--- config.mk ---
export PLATFORM = sky130hd
export DESIGN_NAME = sipo_packer
export DESIGN_NICKNAME = d
export VERILOG_FILES = /design/src/rtl/sipo_packer.sv
export SDC_FILE = /design/constraint.sdc
export NUM_CORES = 2
export LEC_CHECK = 0
export ABC_AREA = 1
export CORE_UTILIZATION = 46
export DETAILED_ROUTE_END_ITERATION = 7
export DONT_BUFFER_PORTS = 1
export GPL_ROUTABILITY_DRIVEN = 0
export GPL_TIMING_DRIVEN = 0
export MAX_ROUTING_LAYER = met4
export PLACE_DENSITY_LB_ADDON = 0.15
export SLEW_MARGIN = 10
export SYNTH_ARGS = -nofsm -noshare
export SYNTH_HDL_FRONTEND = slang
export SYNTH_SLANG_ARGS = --single-unit
export TNS_END_PERCENT = 20
--- constraint.sdc ---
create_clock -name clk -period 2.7 [get_ports clk]
set_clock_uncertainty 0.15 [all_clocks]
set_input_delay 0.27 -clock clk [delete_from_list [all_inputs] [get_ports clk]]
set_output_delay 0.27 -clock clk [all_outputs]
set_load 0.02 [all_outputs]
--- src/rtl/sipo_packer.sv ---
// rtl/sipo_packer.sv - packs INPUT_SIZE chunks into OUTPUT_SIZE FIFO words, first chunk in the MSBs.
// Optional spectrum alignment: SYNC_ALIGN_EN.
module sipo_packer #(
  parameter int INPUT_SIZE  = 128,
  parameter int OUTPUT_SIZE = 512
) (
  input  logic                   clk,
  input  logic                   rst,
  input  logic                   ce,
  input  logic [INPUT_SIZE-1:0]  i_data,
  input  logic                   i_valid,
  input  logic                   i_sync,
  input  logic                   fifo_full,
  output logic [OUTPUT_SIZE-1:0] o_parallel,
  output logic                   fifo_we,
  output logic                   overflow,
  output logic [15:0]            drop_count
);

  localparam int CYCLES_BTW = OUTPUT_SIZE / INPUT_SIZE;
  localparam int IDX_W      = (CYCLES_BTW > 2) ? $clog2(CYCLES_BTW) : 1;
  localparam logic [IDX_W-1:0] LAST_IDX = IDX_W'(CYCLES_BTW - 1);

  logic [OUTPUT_SIZE-1:0] buf_q, buf_d;
  logic [OUTPUT_SIZE-1:0] o_parallel_q, o_parallel_d;
  logic [IDX_W-1:0]       idx_q, idx_d, eff_idx;
  logic                   fifo_we_q, fifo_we_d;
  logic                   overflow_q, overflow_d;
  logic [15:0]            drop_count_q, drop_count_d;
  logic                   accept;

`ifdef SYNC_ALIGN_EN
  typedef enum logic {WAIT_SYNC = 1'b0, PACK = 1'b1} state_t;
  state_t state_q, state_d;

  // A sync chunk always restarts the word, which also covers leaving WAIT_SYNC.
  assign accept  = ce && i_valid && ((state_q == PACK) || i_sync);
  assign eff_idx = i_sync ? '0 : idx_q;

  always_comb begin
    state_d = state_q;
    if (accept) state_d = PACK;
  end

  always_ff @(posedge clk) begin
    if (rst) state_q <= WAIT_SYNC;
    else     state_q <= state_d;
  end
`else
  logic unused_sync;
  assign unused_sync = i_sync;
  assign accept      = ce && i_valid;
  assign eff_idx     = idx_q;
`endif

  always_comb begin
    buf_d        = buf_q;
    idx_d        = idx_q;
    o_parallel_d = o_parallel_q;
    fifo_we_d    = fifo_we_q;
    overflow_d   = overflow_q;
    drop_count_d = drop_count_q;
    if (ce) begin
      fifo_we_d = 1'b0;
      if (accept) begin
        for (int k = 0; k < CYCLES_BTW; k++) begin
          if (eff_idx == IDX_W'(k)) buf_d[OUTPUT_SIZE-1-k*INPUT_SIZE -: INPUT_SIZE] = i_data;
        end
        if (eff_idx == LAST_IDX) begin
          idx_d = '0;
          if (!fifo_full) begin
            o_parallel_d = buf_d;
            fifo_we_d    = 1'b1;
          end else begin
            overflow_d = 1'b1;
            if (drop_count_q != 16'hFFFF) drop_count_d = drop_count_q + 16'd1;
          end
        end else begin
          idx_d = eff_idx + IDX_W'(1);
        end
      end
    end
  end

  always_ff @(posedge clk) begin
    if (rst) begin
      buf_q        <= '0;
      idx_q        <= '0;
      o_parallel_q <= '0;
      fifo_we_q    <= 1'b0;
      overflow_q   <= 1'b0;
      drop_count_q <= '0;
    end else begin
      buf_q        <= buf_d;
      idx_q        <= idx_d;
      o_parallel_q <= o_parallel_d;
      fifo_we_q    <= fifo_we_d;
      overflow_q   <= overflow_d;
      drop_count_q <= drop_count_d;
    end
  end

  // A strobe pending across ce=0 cycles is only presented while ce is high.
  assign fifo_we    = fifo_we_q && ce;
  assign o_parallel = o_parallel_q;
  assign overflow   = overflow_q;
  assign drop_count = drop_count_q;

endmodule

==> key figures <==
Power
  • Leak pwr: 19.3 nW
  • Power per standard cell area: 730 mW/mm2
  • Worst VDD drop: 0.000505 V

Route
  • Post-DR vias/cell: 5.61
  • Final WL: 163 mm
  • Routed via count: 41800
  • Initial DRC count: 3862
  • DRC: 0
  • Post-route ant nets: 0
  • Drt pass-1 iters: 5
  • DR WL/cell: 21.9 um

Floorplanning
  • FP Rows: 111
  • Die area: 0.0936 mm2
  • Core area: 0.0915 mm2
  • Chip height: 306 um
  • Starting Density: 46.4%
  • Die X: 306 um
  • IO Pins: 664

Layout
  • Layout cells sized above 1: 7.86%
  • FF+latch area: 0.0209 mm2
  • Multi-input combinational cell area: 0.0186 mm2
  • Layout Nets: 6313
  • Commonest non-fill, non-tap cells in the layout: nor2_1 (1962), dfxtp_1 (1044), a21oi_1 (910)
  • Synthesis-to-finish area growth: 15.2%
  • Filler cells: 8943
  • Most common cell after layout, fill and taps aside: nor2_1

STA
  • Final Hold Fails: 0
  • Final WS setup: 0.0754 ns
  • FMAX: 381 MHz
  • RSZ-0062 raised after global routing: no
  • Setup TNS Final: 0 ns
  • Min Tclk post-route: 2.62 ns
  • # setup viols final: 0
  • Relative slew margins: 41.4%
  • Slew Limit Fails: 0
  • Tcrit/Tclk final: 97.2%
  • Measured slew at the worst slew-check pin: 0.879 ns

Hold path
  • Hold WC Path Type: input pin to register
  • WHS Path Cells: 4

Worst setup path
  • WP data required: 3.13 ns
  • Reg2Reg Depth: 8
  • Setup CP Type: register to register
  • Worst path arrival time: 3.06 ns
  • Critical Path Sink Type: register
  • Crit path launch type: register
  • Worst-path fanout max: 10

Global route
  • Initial antenna violation count: 6
  • First-pass GRT wire length: 239 mm
  • Met3 GRT Util: 9.27%
  • GR Util met2: 52.6%
  • Global route overflow: 0
  • Met1 usage: 42.7%
  • Largest net degree at the start of global routing: 15
  • Vias in the first global route: 38100
  • Busiest grt layer: met2
  • GRT Overall Usage: 34.4%

Logic synthesis
  • Avg Cell Area, Syn: 7.17 um2
  • Mapped Nets: 6068
  • Synth top area share: 49.2%
  • Synthesized flop and latch total: 1044
  • Area contributors post-synth: dfxtp_1 (49%), nor2_1 (17%), a21oi_1 (11%)
  • Cells after synthesis: 5929
  • Sequential fraction of the synthesis area: 49.2%
  • Synth Warn #: 0
  • Largest area contributor in the netlist: dfxtp_1
  • Post-synth cell types: 24
  • Mapped Area: 0.0425 mm2

Clock network
  • Total CTS buffers: 110
  • CTS Buffer Depth: 3
  • # H-tree levels: 3
  • TritonCTS clock tree: built
  • Skew-Pair Late Insertion Delay: 0.69 ns
  • Post-CTS setup buffer count: 0
  • Worst-path clk slew: 0.06 ns
  • CTS sink count: 1044
  • Clock root buffer: clkbuf_16

Place
  • I/O Buffers: 0
  • Place WS: -0.125 ns
  • HPWL Detailed: 117 mm

Run status
  • Outcome: finished, final reports clean

Job
  • Max_cap viols: 0
stage by stage:
step / std cells / hold slack [ns] / utilization (%) / power, mW / cell area, um2
4_1_cts: 7447 / 0.107 / 53.5 / 35.8 / 48900
3_3_place_gp: 7115 / 0.192 / 48.0 / 20.3 / 44000
6_report: 7449 / 0.157 / 53.5 / 35.7 / 49000
2_1_floorplan: 5929 / 0.189 / - / 19.2 / 42500
3_5_place_dp: 7115 / 0.193 / 48.0 / 20.4 / 44000
5_1_grt: 7448 / 0.162 / 53.5 / 37.0 / 48900
state kept, by name, indices dropped and copies added (netlist names):
register    count
buf_q         512
o_parallel    512
drop_count     16
eff_idx         2
fifo_we_q       1
overflow        1
worst paths after layout:
check | end | slack, ns | start
setup / recovery | o_parallel[171] | 0.08 | eff_idx[1]
hold reg to reg | fifo_we_q | 0.31 | fifo_we_q
hold / removal | buf_q[472] | 0.16 | ce
setup reg to reg | o_parallel[171] | 0.08 | eff_idx[1]
layout make-up:
class	instances	area share, %
tap	1186	3.03
antenna	2	0.0102
buffer	510	5.03
sequential	1044	42.7
multi-input combinational	4231	38.0
timing repair buffer	133	2.72
inverter	144	1.10
clock buffer	165	6.64
clock inverter	34	0.764
kinds of logic after synthesis:
| logic type | count (synthesis) | synth area share (%) |
|---|---|---|
| AO/OA/AOI/OAI | 2067 | 24.4 |
| XOR/XNOR | 2 | 0.0412 |
| buffers and inverters | 654 | 7.05 |
| AND/OR/NAND/NOR | 2157 | 19.2 |
| flip-flops | 1044 | 49.2 |
| adder cells (fa/ha/maj) | 5 | 0.147 |
timing repair:
action | CTS | global route
endpoints found under the setup margin | 6 | 9
hold buffers | 133 | 0
pin swaps | 0 | 0
gates resized for setup | 5 | 8
hold endpoints to repair | 985 | 0
synth_stat cells:
library cell / count
nor2_1: 1962
dfxtp_1: 1044
a21oi_1: 910
o21ai_1: 587
o21ai_0: 569
buf_2: 257
clkbuf_1: 188
nand2_1: 173
inv_1: 141
buf_4: 32
buf_1: 20
buf_6: 13
nand3_1: 10
ha_1: 5
inv_2: 3
nand3b_1: 3
nand2_2: 2
nand3_2: 2
nor2_2: 2
xor2_1: 2
a211oi_1: 1
nand4_1: 1
nand4_2: 1
nor2_4: 1
worst max-delay path, cell delays in order (launching register included):
cell and delay (ns):
dfxtp_1 0.37, ha_1 0.21, inv_2 0.08, nor2_4 0.39, nand2_4 0.22, buf_2 0.38
buf_2 0.29, o21ai_2 0.35, nor2_1 0.06
where the power goes:
group	switching [mW]	internal, mW
Clock	6.47	8.94
Combinational	2.81	1.23
Sequential	0.327	16.0
Total	9.61	26.1
per-layer routing:
metal,vias up,wire (um)
met1,19700,67100
li1,20000,-
met3,322,16100
met4,0,7270
met5,-,0
met2,1701,72700
Note: power is estimated with default switching activity, not from simulation.
